**src/rtl/calificare_pkg.sv**
```systemverilog
// Shared definitions for the sensor qualifier: state encoding and default tick counts.
package calificare_pkg;

    typedef enum logic [1:0] {
        INACTIV    = 2'd0,
        CONFIRMARE = 2'd1,
        ACTIV      = 2'd2,
        ELIBERARE  = 2'd3
    } stare_t;

    localparam int ON_TICKS_IMPLICIT  = 3;
    localparam int OFF_TICKS_IMPLICIT = 4;
    localparam int CNT_W_IMPLICIT     = 3;

endpackage

```
**src/rtl/sincronizator_2ff.sv**
```systemverilog
// Two-flop synchronizer for bringing an asynchronous sensor level into the clk domain.
module sincronizator_2ff (
    input  logic clk,
    input  logic rst,
    input  logic d,
    output logic q
);

    logic meta;

    always_ff @(posedge clk or posedge rst) begin
        if (rst) begin
            meta <= 1'b0;
            q    <= 1'b0;
        end else begin
            meta <= d;
            q    <= meta;
        end
    end

endmodule

```
**src/rtl/calificare_semnal.sv**
```systemverilog
// Sensor-input qualifier with on-delay / off-hold hysteresis and one-cycle edge pulses.
// Define CALIFICARE_SYNC_EN to route semnal through a two-flop synchronizer first.
module calificare_semnal
    import calificare_pkg::*;
#(
    parameter int ON_TICKS  = ON_TICKS_IMPLICIT,
    parameter int OFF_TICKS = OFF_TICKS_IMPLICIT,
    parameter int CNT_W     = CNT_W_IMPLICIT
) (
    input  logic clk,
    input  logic rst,
    input  logic tick,
    input  logic semnal,
    output logic semnal_out,
    output logic puls_activare,
    output logic puls_dezactivare
);

    logic s;

`ifdef CALIFICARE_SYNC_EN
    sincronizator_2ff u_sincronizator (
        .clk (clk),
        .rst (rst),
        .d   (semnal),
        .q   (s)
    );
`else
    assign s = semnal;
`endif

    stare_t           stare, stare_urm;
    logic [CNT_W-1:0] cnt, cnt_urm;
    logic [CNT_W:0]   cnt_plus;
    logic             out_urm, act_urm, dez_urm;

    // Extra bit keeps the terminal-count compare free of wrap-around.
    assign cnt_plus = {1'b0, cnt} + 1'b1;

    always_ff @(posedge clk or posedge rst) begin
        if (rst) begin
            stare            <= INACTIV;
            cnt              <= '0;
            semnal_out       <= 1'b0;
            puls_activare    <= 1'b0;
            puls_dezactivare <= 1'b0;
        end else begin
            stare            <= stare_urm;
            cnt              <= cnt_urm;
            semnal_out       <= out_urm;
            puls_activare    <= act_urm;
            puls_dezactivare <= dez_urm;
        end
    end

    // A level change of s always wins over a tick arriving in the same cycle.
    always_comb begin
        stare_urm = stare;
        cnt_urm   = cnt;
        act_urm   = 1'b0;
        dez_urm   = 1'b0;
        case (stare)
            INACTIV: begin
                cnt_urm = '0;
                if (s) stare_urm = CONFIRMARE;
            end
            CONFIRMARE: begin
                if (!s) begin
                    stare_urm = INACTIV;
                    cnt_urm   = '0;
                end else if (tick) begin
                    if (cnt_plus == (CNT_W+1)'(ON_TICKS)) begin
                        stare_urm = ACTIV;
                        cnt_urm   = '0;
                        act_urm   = 1'b1;
                    end else begin
                        cnt_urm = cnt_plus[CNT_W-1:0];
                    end
                end
            end
            ACTIV: begin
                cnt_urm = '0;
                if (!s) stare_urm = ELIBERARE;
            end
            ELIBERARE: begin
                if (s) begin
                    stare_urm = ACTIV;
                    cnt_urm   = '0;
                end else if (tick) begin
                    if (cnt_plus == (CNT_W+1)'(OFF_TICKS)) begin
                        stare_urm = INACTIV;
                        cnt_urm   = '0;
                        dez_urm   = 1'b1;
                    end else begin
                        cnt_urm = cnt_plus[CNT_W-1:0];
                    end
                end
            end
            default: begin
                stare_urm = INACTIV;
                cnt_urm   = '0;
            end
        endcase
        out_urm = (stare_urm == ACTIV) || (stare_urm == ELIBERARE);
    end

endmodule
```
**config.mk**
```make
export PLATFORM = sky130hd
export DESIGN_NAME = calificare_semnal
export DESIGN_NICKNAME = d
export VERILOG_FILES = /design/src/rtl/calificare_pkg.sv /design/src/rtl/sincronizator_2ff.sv /design/src/rtl/calificare_semnal.sv
export SDC_FILE = /design/constraint.sdc
export NUM_CORES = 1
export LEC_CHECK = 0
export CAP_MARGIN = 0
export CORE_AREA = 10 10 47 49
export CTS_CLUSTER_DIAMETER = 150
export CTS_CLUSTER_SIZE = 40
export DETAILED_ROUTE_END_ITERATION = 12
export DIE_AREA = 0 0 57 59
export GPL_ROUTABILITY_DRIVEN = 1
export SETUP_SLACK_MARGIN = 0.05
export SYNTH_ARGS = -nofsm -noshare
export SYNTH_HDL_FRONTEND = slang
export SYNTH_HIERARCHICAL = 1
export SYNTH_SLANG_ARGS = --single-unit
```
**constraint.sdc**
```tcl
create_clock -name clk -period 1.9 [get_ports clk]
set_clock_uncertainty 0.15 [all_clocks]
set_input_delay 0.38 -clock clk [delete_from_list [all_inputs] [get_ports clk]]
set_output_delay 0.38 -clock clk [all_outputs]
set_load 0.03 [all_outputs]
```
==> impl_results.md <==
* Synthesized net count at between 50 and 60
* R2R setup slack at 0.14 ns
* Ys async rst share at 100%
* Mux cell area share after synthesis at 4.59%
* Largest family of logic cells by synthesized area: simple AND/OR/NAND/NOR gates
* DR WL met2 at about 430 um
* Final nets at 73
* Average routed wire per standard cell at 12.2 um
* GRT Util Overall at 6.22%
* Crit path cell chain: clkdlybuf4s50_1
* Mapped Area at 463 um^2
* Routed met1 length at 474 um
* Routed Antenna Nets at 0
* Final wirelength at 985 um
* Critical Path RT at 1.37 ns
* Die W at around 57 um
* Half-perimeter wire length after placement at 803 um
* Arr. time, crit path at 1.24 ns
* Core Rows at 14
* Layout Area Growth over Synthesis at 35.4%
* Slowest CP cell: clkdlybuf4s50_1
* Distinct cells, synth at 29
* Status: complete, no violations
* CTS Buffer Depth at 2
* Area fraction of the dominant cell type after synthesis at 37.8%
* CTS Root Cell: clkbuf_4
* Main synth FF type: dfrtp_1
* Sequential fraction of the synthesis area at 37.8%
* # DRC at 0
* CP Buf/Inv Count at 1
* Via density at 4.86
* Syn_area_per_cell at ~9.6 um^2
* Clock transition at path regs at 0.06 ns
* Hold buffers post-CTS at 0
* Synth Area in Simple Gates at 22.7%
* Later-pin clock latency in the skew report at 0.25 ns
* Grt total ovfl at 0
* Worst Hold Class: input port to async pin
* CTS tree: done
* Gpl congestion at ~0.75
* CP peak stage delay at 0.66 ns
* Endpoints failing setup at 0
* Highest routed layer: met3
* Via count at 394
* Drt pass-1 iters at 4
* Via count of the first global-routing pass at 382
* Actual slew at the worst max-slew pin at around 0.31 ns
* Final Critical Period at roughly 1.8 ns
* XOR/XNOR share of the synthesized area at under 10%
* Hold Fails Final Rpt at 0
* Synth cell count leaders: dfrtp_1 (7), inv_1 (7), ha_1 (3)
* Initial antenna violation count at 0
* Max-slew violations at 0
* Synth Area in Adders at 8.11%
* Crit path max-delay family: buffers and inverters
* Yosys top cell by area: dfrtp_1
* Hold slack at ~0.21 ns
* # H-tree levels at 1
* Die area at 3360 um^2
* Maximum capacitance violations at 0
* I/O pins at 7
* Num Clock Sinks at 7
* Worst vdd ir at 0.272 mV
* Syn Inst Count at 48
* Starting Density at 33.0%
* Period utilization at between 90 and 100%
* CP Class: register to output pin
* PD cells at between 500 and 600 nW/um^2
* I/O Buffers at 6
* Die H at 59 um
* Diode count at 0
* Max FO, Critical Path at 1
* Ys Warns at 6
* Leak at around 0.30 nW
* Iter 0 DRT Violations at 7
* DR WL met3 at 78 um
* CP Capture Type: output pin
* RSZ-0062 raised after global routing: no
* Share of layout cells above drive strength 1 at 24.6%
* Global-route wire length before repair at 1660 um
* Critical path launch point type: register
* Synth Area in Compound Gates at 19.2%
* Top post-synthesis cells by area: dfrtp_1 (38%), ha_1 (8.1%), inv_1 (5.7%)
* Synth Register Bits at 7
* Slew Limit Headroom at 79.3%
* Peak Freq at approximately 560 MHz
* Post-route cell area at about 630 um^2
* Post-DP Area at between 600 and 700 um^2
* CORE AREA at 1400 um^2
* Pin count of the biggest net entering global routing at 8
* CTS Buf Count at 3
* EDFF count, synth at 0
## through the flow
step | instances | total power [W] | setup TNS (ns) | setup WS, ns | utilization [%]
6_report | 81 | 0.000341 | 0 | 0.129 | 44.7
5_1_grt | 81 | 0.000366 | 0 | 0.0597 | 44.7
4_1_cts | 81 | 0.000347 | 0 | 0.0787 | 44.7
3_5_place_dp | 77 | 0.000209 | -0.290 | -0.178 | 43.0
3_3_place_gp | 77 | 0.000209 | -0.271 | -0.161 | 43.0
2_1_floorplan | 48 | 0.000186 | 0 | 0.0698 | -
## final timing paths
path / start / endpoint / cells past startpoint
max: puls_dezactivare / puls_dezactivare / 1
min: rst / cnt[0] / 2
max reg2reg: cnt[0] / cnt[2] / 5
min reg2reg: semnal_out / puls_activare / 1
max in group asynchronous: rst / stare[0] / 2
min in group clk: semnal_out / puls_activare / 1
## power by group
group,total [W],internal (W),switching [W]
logic,0.0000460,0.0000230,0.0000231
registers,0.000159,0.000154,0.00000534
clock network,0.000136,0.0000801,0.0000554
## area by class of cell
class                   instances  area [um^2]
fillers                       144          774
multi-input cells              34          269
flip-flops and latches          7          175
repair buffers                 13          110
clock buffers                   4         26.3
inverters                       7         26.3
well taps                      16         20.0
## cells in the final DEF (no fill, tap or decap), types with 2 or more instances in the layout
cell,synthesis,layout
dlygate4sd2_1,0,2
nor2_1,2,2
buf_4,0,7
nor3_1,2,2
dfrtp_1,7,7
clkbuf_4,0,3
a21oi_1,2,2
nand2_1,2,2
nand4_1,2,2
inv_1,7,7
ha_1,3,2
clkdlybuf4s50_1,0,4
## state kept, by name (all words and copies together), names as in the netlist
name,count
puls_activare,1
puls_dezactivare,1
stare,1
semnal_out,1
cnt,3
## metal layers
layer  vias to the layer above  global-route usage (%)
met4                         0                    1.01
met1                       179                    7.26
met5                         -                       0
met2                         7                    8.84
li1                        208                       -
met3                         0                    4.94
## logic make-up (layout without fill, tap and decap cells)
logic type	after synthesis	count (layout)
and+or+nand+nor	17	17
adders and majority gates	3	3
xor gates and xnor gates	1	1
AOI/OAI and AO/OA	11	11
buffers and inverters	7	24
DFF	7	7
muxes	2	2
## repair_timing
action | CTS | global route
gates resized for setup | 2 | 0
cloned | 0 | 0
setup endpoints to repair | 2 | 1
pin swaps | 2 | 1
buffers inserted | 0 | 0
No activity file was read; power rests on OpenSTA's default activity.
